[config.mk]
export PLATFORM = sky130hd
export DESIGN_NAME = npc_lsu
export DESIGN_NICKNAME = d
export VERILOG_FILES = /design/src/rtl/npc_lsu.sv
export SDC_FILE = /design/constraint.sdc
export NUM_CORES = 1
export LEC_CHECK = 0
export BUFFER_PORTS_ARGS = -buffer_cell sky130_fd_sc_hd__buf_2
export CAP_MARGIN = 10
export CORE_AREA = 2 2 160 162
export DETAILED_ROUTE_END_ITERATION = 12
export DIE_AREA = 0 0 162 164
export GPL_ROUTABILITY_DRIVEN = 1
export PLACE_DENSITY = 0.76
export SLEW_MARGIN = 20
export SYNTH_ARGS = -nofsm -noshare
export SYNTH_HDL_FRONTEND = slang
export SYNTH_SLANG_ARGS = --single-unit
[constraint.sdc]
create_clock -name clk -period 2.9 [get_ports clk]
set_clock_uncertainty 0.1 [all_clocks]
set_input_delay 0.58 -clock clk [delete_from_list [all_inputs] [get_ports clk]]
set_output_delay 0.58 -clock clk [all_outputs]
set_load 0.01 [all_outputs]
[src/rtl/npc_lsu.sv]
// ============================================================================
// Module   : npc_lsu
// Brief    : Multi-cycle load/store unit issuing one aligned 8-byte beat per access.
// Revision : 1.0  initial release
// ============================================================================
`default_nettype none

module npc_lsu #(
  parameter int XLEN    = 64,
  parameter int TIMEOUT = 256
) (
  input  logic            clk,
  input  logic            rst,
  input  logic            req_valid,
  output logic            req_ready,
  input  logic [3:0]      req_op,
  input  logic [XLEN-1:0] req_addr,
  input  logic [XLEN-1:0] req_wdata,
  output logic            resp_valid,
  input  logic            resp_ready,
  output logic [XLEN-1:0] resp_rdata,
  output logic            resp_err,
  output logic            mem_req_valid,
  input  logic            mem_req_ready,
  output logic            mem_req_we,
  output logic [XLEN-1:0] mem_req_addr,
  output logic [63:0]     mem_req_wdata,
  output logic [7:0]      mem_req_wmask,
  input  logic            mem_resp_valid,
  input  logic [63:0]     mem_resp_rdata
);

  typedef enum logic [1:0] {
    S_IDLE = 2'd0,
    S_REQ  = 2'd1,
    S_WAIT = 2'd2,
    S_RESP = 2'd3
  } state_e;

  localparam int CW = $clog2(TIMEOUT) + 1;

  state_e          state_q, state_d;
  logic [3:0]      op_q, op_d;
  logic [XLEN-1:0] addr_q, addr_d;
  logic [XLEN-1:0] wdata_q, wdata_d;
  logic [XLEN-1:0] rdata_q, rdata_d;
  logic            err_q, err_d;
  logic [CW-1:0]   cnt_q, cnt_d;

  logic            misaligned;
  logic [63:0]     ld_shift;
  logic [63:0]     ld_ext;
  logic [7:0]      size_mask;
  logic            in_req;
  logic            is_store;

  always_comb begin
    misaligned = 1'b0;
    case (req_op[1:0])
      2'd1:    misaligned = req_addr[0];
      2'd2:    misaligned = |req_addr[1:0];
      2'd3:    misaligned = |req_addr[2:0];
      default: misaligned = 1'b0;
    endcase
  end

  // Bring the addressed byte lane down to bit 0, then extend by access size.
  assign ld_shift = mem_resp_rdata >> {addr_q[2:0], 3'b000};

  always_comb begin
    ld_ext = ld_shift;
    case (op_q[1:0])
      2'd0: ld_ext = op_q[2] ? {56'd0, ld_shift[7:0]}  : {{56{ld_shift[7]}},  ld_shift[7:0]};
      2'd1: ld_ext = op_q[2] ? {48'd0, ld_shift[15:0]} : {{48{ld_shift[15]}}, ld_shift[15:0]};
      2'd2: ld_ext = op_q[2] ? {32'd0, ld_shift[31:0]} : {{32{ld_shift[31]}}, ld_shift[31:0]};
      default: ld_ext = ld_shift;
    endcase
  end

  always_comb begin
    size_mask = 8'h01;
    case (op_q[1:0])
      2'd0:    size_mask = 8'h01;
      2'd1:    size_mask = 8'h03;
      2'd2:    size_mask = 8'h0F;
      default: size_mask = 8'hFF;
    endcase
  end

  assign in_req   = (state_q == S_REQ);
  assign is_store = op_q[3];

  assign req_ready     = (state_q == S_IDLE);
  assign resp_valid    = (state_q == S_RESP);
  assign resp_rdata    = rdata_q;
  assign resp_err      = err_q;
  assign mem_req_valid = in_req;
  assign mem_req_we    = in_req & is_store;
  assign mem_req_addr  = in_req ? {addr_q[XLEN-1:3], 3'b000} : '0;
  assign mem_req_wmask = (in_req && is_store) ? (size_mask << addr_q[2:0]) : 8'h00;
  assign mem_req_wdata = (in_req && is_store) ? (64'(wdata_q) << {addr_q[2:0], 3'b000}) : 64'd0;

  always_comb begin
    state_d = state_q;
    op_d    = op_q;
    addr_d  = addr_q;
    wdata_d = wdata_q;
    rdata_d = rdata_q;
    err_d   = err_q;
    cnt_d   = cnt_q;
    case (state_q)
      S_IDLE: begin
        if (req_valid) begin
          op_d    = req_op;
          addr_d  = req_addr;
          wdata_d = req_wdata;
          rdata_d = '0;
          err_d   = misaligned;
          state_d = misaligned ? S_RESP : S_REQ;
        end
      end
      S_REQ: begin
        if (mem_req_ready) begin
          state_d = S_WAIT;
          cnt_d   = '0;
        end
      end
      S_WAIT: begin
        cnt_d = cnt_q + 1'b1;
        // A response in the timeout cycle still completes normally.
        if (mem_resp_valid) begin
          state_d = S_RESP;
          err_d   = 1'b0;
          rdata_d = is_store ? '0 : XLEN'(ld_ext);
        end else if (cnt_q == CW'(TIMEOUT - 1)) begin
          state_d = S_RESP;
          err_d   = 1'b1;
          rdata_d = '0;
        end
      end
      S_RESP: begin
        if (resp_ready) state_d = S_IDLE;
      end
      default: state_d = S_IDLE;
    endcase
  end

  always_ff @(posedge clk) begin
    if (!rst) begin
      state_q <= S_IDLE;
      op_q    <= '0;
      addr_q  <= '0;
      wdata_q <= '0;
      rdata_q <= '0;
      err_q   <= 1'b0;
      cnt_q   <= '0;
    end else begin
      state_q <= state_d;
      op_q    <= op_d;
      addr_q  <= addr_d;
      wdata_q <= wdata_d;
      rdata_q <= rdata_d;
      err_q   <= err_d;
      cnt_q   <= cnt_d;
    end
  end

endmodule

`default_nettype wire
; ---- Yosys cells after proc, flatten, opt, wreduce, memory -nomap -nowiden
; Index checks and enable logic that the tools add are counted.
[word_totals]
regBits = 208
latchBits = 0
mem_bits_rw = 0
mem_bits_ro = 0
in_bits = 202
output_inout_bits = 205
elab_cells = 63
mem_count = 0
[classes]
addsub = 1
n_mul = 0
div = 0
magnitude_cmp = 0
n_eq_ne = 13
n_shift = 3
mux = 27
bitwise_logic = 1
n_reduce_logical = 11
[ops]
columns = operator, n
row1 = $mux W64, 9
row2 = $pmux W64 S3, 1
row3 = $pmux W64 S2, 1
row4 = $shl A64 B6 Y64, 1
row5 = $shr A64 B6 Y64, 1
row6 = $pmux W8 S3, 1
row7 = $pmux W9 S2, 1
row8 = $mux W2, 6
row9 = $eq A2 B2 Y1 const B, 5
row10 = $add A9 B1 Y9 const B, 1
row11 = $eq A9 B8 Y1 const B, 1
row12 = $mux W9, 1
row13 = $mux W8, 1
row14 = $pmux W2 S4, 1
row15 = $shl A8 B3 Y8, 1
row16 = $eq A2 B1 Y1 const B, 3
row17 = $logic_not A2 Y1, 2
row18 = $ne A2 B2 Y1 const B, 2
row19 = $reduce_and A2 Y1, 2
row20 = $reduce_and A4 Y1, 1
row21 = $reduce_bool A2 Y1, 2
row22 = $mux W1, 3
row23 = $ne A3 B3 Y1 const B, 1
row24 = $pmux W1 S3, 1
row25 = other kinds (7), 7

; ---- Depth between registers and ports, before layout
[logic_depth]
word_depth = 6
ltp_mapped = 11
ltp_nobuf = 9

; ---- Worst setup path before layout
; Ideal clock, no wire load.
[synth_path]
path_type = flip-flop to output port
from = register addr_q[2]
to = output port mem_req_wmask[6]
arrival_time_ps = 1839
required_time_ps = 2220
setup_slack_ps = 381
path_stages_with_launch = 7
n_path_buf = 4
cell_sequence = dfxtp_1 -> buf_2 -> buf_2 -> buf_2 -> clkbuf_1 -> a21oi_1 -> a2111oi_0
[synth_between]
elab_chain_len = 2
[synth_rtl]
columns = item, line_no
row1 = start: declaration, 44  ; logic [XLEN-1:0] addr_q, addr_d;
row2 = start signal: assignment, 160  ; addr_q <= addr_d;
row3 = $shl A8 B3 Y8, 100  ; assign mem_req_wmask = (in_req && is_store) ? (size_mask << addr_q[2:0]) : 8'h00;
row4 = $mux W8, 100
row5 = end: declaration, 28  ; output logic [7:0] mem_req_wmask,
; Every way passes these cells.

; ---- Final worst setup path
[layout_path]
from = register addr_q[0]
to = output port mem_req_wdata[48]
[layout_between]
elab_chain_len = 2
[layout_rtl]
columns = item, line_no
row1 = $shl A64 B6 Y64, 101  ; assign mem_req_wdata = (in_req && is_store) ? (64'(wdata_q) << {addr_q[2:0], 3'b000}) : 64'd0;
row2 = $mux W64, 101
row3 = end: declaration, 27  ; output logic [63:0] mem_req_wdata,
; Every way passes these cells.

==> results.md <==
* Critical Path Start: addr_q[0]
* Crit end category: output pin
* DIE WIDTH at around 160 um
* Slew @ Worst Pin at around 0.82 ns
* Max-slew violation count at 0
* Port Buffers at between 400 and 500
* CTS buffer count at 23
* Die ar. at 26600 sq um
* Final #Nets at 2036
* GPL Wtd Cong at just over 0.9
* Worst EP arrival at 2.15 ns
* Synth area leaders: dfxtp_1 (35%), nand2_1 (12%), mux4_2 (8.0%)
* RSZ-0062 raised after global routing: no
* Switch share at 0.378
* Top-count cell post-synth: nand2_1
* Synth Instances at roughly 1.5k
* Outcome: finished clean
* Yosys top cell area share at 0.354
* GRT overflow at 0
* Later-pin clock latency in the skew report at approximately 0.52 ns
* Post-placement cell count at 2122
* Reg-to-reg slack, setup at 0.41 ns
* Sequential area share after synthesis at 0.354
* FFs w/ async S/R, synth at 0
* Via count at 12.5k
* Setup violators final at 0
* XOR/XNOR share of the synthesized area at 0.00372
* Post-synth EDFFs at 0
* # hold bufs at CTS at 0
* CTS tree: done
* Initial Utilization at 0.474
* Die height at 164 um
* Area of the multi-input gates at 7040 sq um
* Number of global-route vias before repair at approximately 12k
* FILL cells at between 2k and 2.5k
* Worst reg2reg path depth at 9
* First DRT Iteration DRCs at 1158
* Hold Crit Class: primary input to register
* Largest family of logic cells by synthesized area: simple AND/OR/NAND/NOR gates
* Post-Synth Adder-Cell Area at 0.00638
* Top_reg_cell synth: dfxtp_1
* Slew headroom at 0.452
* Largest net degree at the start of global routing at 157
* Type of origin of the critical path: register
* Rows at 58
* CTS root buf: clkbuf_16
* Tcrit/Tclk final at 0.975
* DP Area at 14100 sq um
* Leading area contributor after synthesis: dfxtp_1
* Design Area, Final at 15100 sq um
* WL/cell at 19.7 um
* Worst r2r dst: resp_rdata[21]
* Worst reg2reg path startpoint: cnt_q[0]
* Clk sinks at 208
* CP Capture Point: mem_req_wdata[48]
* DRC violations left at 0
* Layout area overhead at 27.9%
* Share of layout cells above drive strength 1 at 0.328
* Clock transition at path regs at around 0.060 ns
* Clock Power Share at 0.290
* Hold wc startpoint: req_wdata[47]
* CP Max Fanout at 13
* Min cycle time layout at 2.83 ns
* Cell Int Power at 0.00666 W
* Total GRT Usage at 0.305
* Yosys cell types at 58
* 1st-pass router iterations at 6
* CP required at around 2.2 ns
* Initial antenna violation count at 4
* Post-synth top cells: nand2_1 (377), dfxtp_1 (208), a21oi_1 (183)
* Clk buf depth at 3
* WL final at 42800 um
* Synth Area in Compound Gates at 0.178
* Core area at 24800 sq um
* Hold Fails Final Rpt at 0
* Simple-Gate Fraction of Synth Area at 0.226
* Syn. warnings at 0
* Synth Cell Area at 11800 sq um
* Kind of critical path: register to output pin
* Max-Cap Viols at 0
* Leakage at around 6.6 nW
* HPWL Detailed at 30700 um
* Combinational power share at 0.373
* Max H-tree Level at 1
* Syn avg cell area at 8.01 sq um
* Vias/cell at 5.73
* Pwr/cell area at 710 nW/um^2
* Worst vdd rail ir drop at 0.488 mV
* Register area at 4180 sq um
* Maximum clock frequency at roughly 0.35 GHz
* Synth Register Bits at 208
* Final Non-Filler Cells at 2175
* NetSw at 0.00404 W
* Ports at between 400 and 500
* Multiplexer share of the synthesized area at 0.177
* Antenna Nets Post-Route at 0
* First-pass GRT wire length at 64400 um
* Sequential Power Share at 0.337
sequential cells by signal (all words and copies together) (netlist names):
| register | count |
|---|---|
| cnt_q | 9 |
| resp_err | 1 |
| state_q | 2 |
| addr_q | 64 |
| op_q | 4 |
| resp_rdata | 64 |
| wdata_q | 64 |
layer usage:
layer / global-route usage / vias to the layer above / share of wire
li1: - / 5795 / -
met1: 0.384 / 5850 / 0.39
met5: 0 / - / 0.00026
met4: 0.125 / 2 / 0.040
met3: 0.0606 / 113 / 0.093
met2: 0.514 / 706 / 0.48
power by group through the flow:
stage | Sequential [W] | Combinational, W | Clock (W)
after floorplan | 0.00352 | 0.00269 | 0
after global placement | 0.00365 | 0.00375 | 0
after detailed placement | 0.00367 | 0.00380 | 0
after CTS | 0.00358 | 0.00389 | 0.00313
after global routing | 0.00364 | 0.00433 | 0.00326
final | 0.00361 | 0.00399 | 0.00310
worst min path at each step:
stage | endpoint | slack [ns] | cells after the start
after CTS | wdata_q[47] | 0.18 | 3
after global routing | wdata_q[47] | 0.19 | 3
after detailed placement | resp_rdata[57] | 0.33 | 2
after floorplan | addr_q[10] | 0.33 | 2
after global placement | resp_rdata[44] | 0.33 | 2
final | wdata_q[47] | 0.19 | 3
cells by family after synthesis:
group	Yosys count
DFF	208
muxes	151
buffers and inverters	141
AOI/OAI and AO/OA	353
adders and majority gates	6
and+or+nand+nor	604
other	1
xor gates and xnor gates	5
cell usage in the layout (no fill, tap or decap), types with 5 or more instances in the layout:
cell       netlist  routed
a2bb2oi_1        8       8
nor2_1          86      85
mux2_2          33      33
clkinv_2         0       5
buf_12           0       6
ha_1             6       5
a22oi_1         20      20
nand2b_1         8       8
mux2i_1         75      75
buf_2           31     403
a311oi_1         5       5
o31ai_1         10      10
a22o_1           8       8
dfxtp_1        208     203
o21ai_1          7      10
nor2b_1         10      10
and2_1          85      84
and3_1           9       9
a21oi_1        183     183
o21ai_0         65      62
inv_1            9       7
a211oi_1        12      12
a221oi_1         7       7
nor3_1          12      10
o221ai_1        10      10
clkbuf_16        0      24
buf_4           16      48
nand2_1        377     374
mux4_2          42      42
cell type report:
type,instances,share of cell area
well taps,330,0.0274
diodes,2,0.000332
clock buffers,30,0.0420
multi-input cells,1122,0.468
inverters,11,0.00307
clock inverters,10,0.0102
flip-flops and latches,208,0.277
repair buffers,462,0.172
metrics by stage:
stage	power, W	setup slack, ns	setup TNS (ns)	util	hold slack [ns]
floorplan	0.00621	0.381	0	-	0.332
global placement	0.00740	0.180	0	0.567	0.329
detailed placement	0.00747	0.175	0	0.567	0.334
CTS	0.0106	-0.0343	-0.123	0.602	0.184
global route	0.0112	0.00208	0	0.606	0.193
finish	0.0107	0.0720	0	0.607	0.188
worst max-delay path: stages, from the launching register on:
cell	delay [ns]
dfxtp_4	0.44
nor2b_1	0.19
buf_4	0.27
nand2_1	0.08
o21ai_1	0.17
mux2i_1	0.12
nor2_1	0.18
buf_2	0.17
what timing repair did:
action / 4_1_cts / 5_1_grt
buffers inserted: 6 / 4
endpoints found under the setup margin: 67 / 54
pin swaps: 0 / 2
cloned: 0 / 1
resized for setup: 6 / 15
No activity file was read; power rests on OpenSTA's default activity.
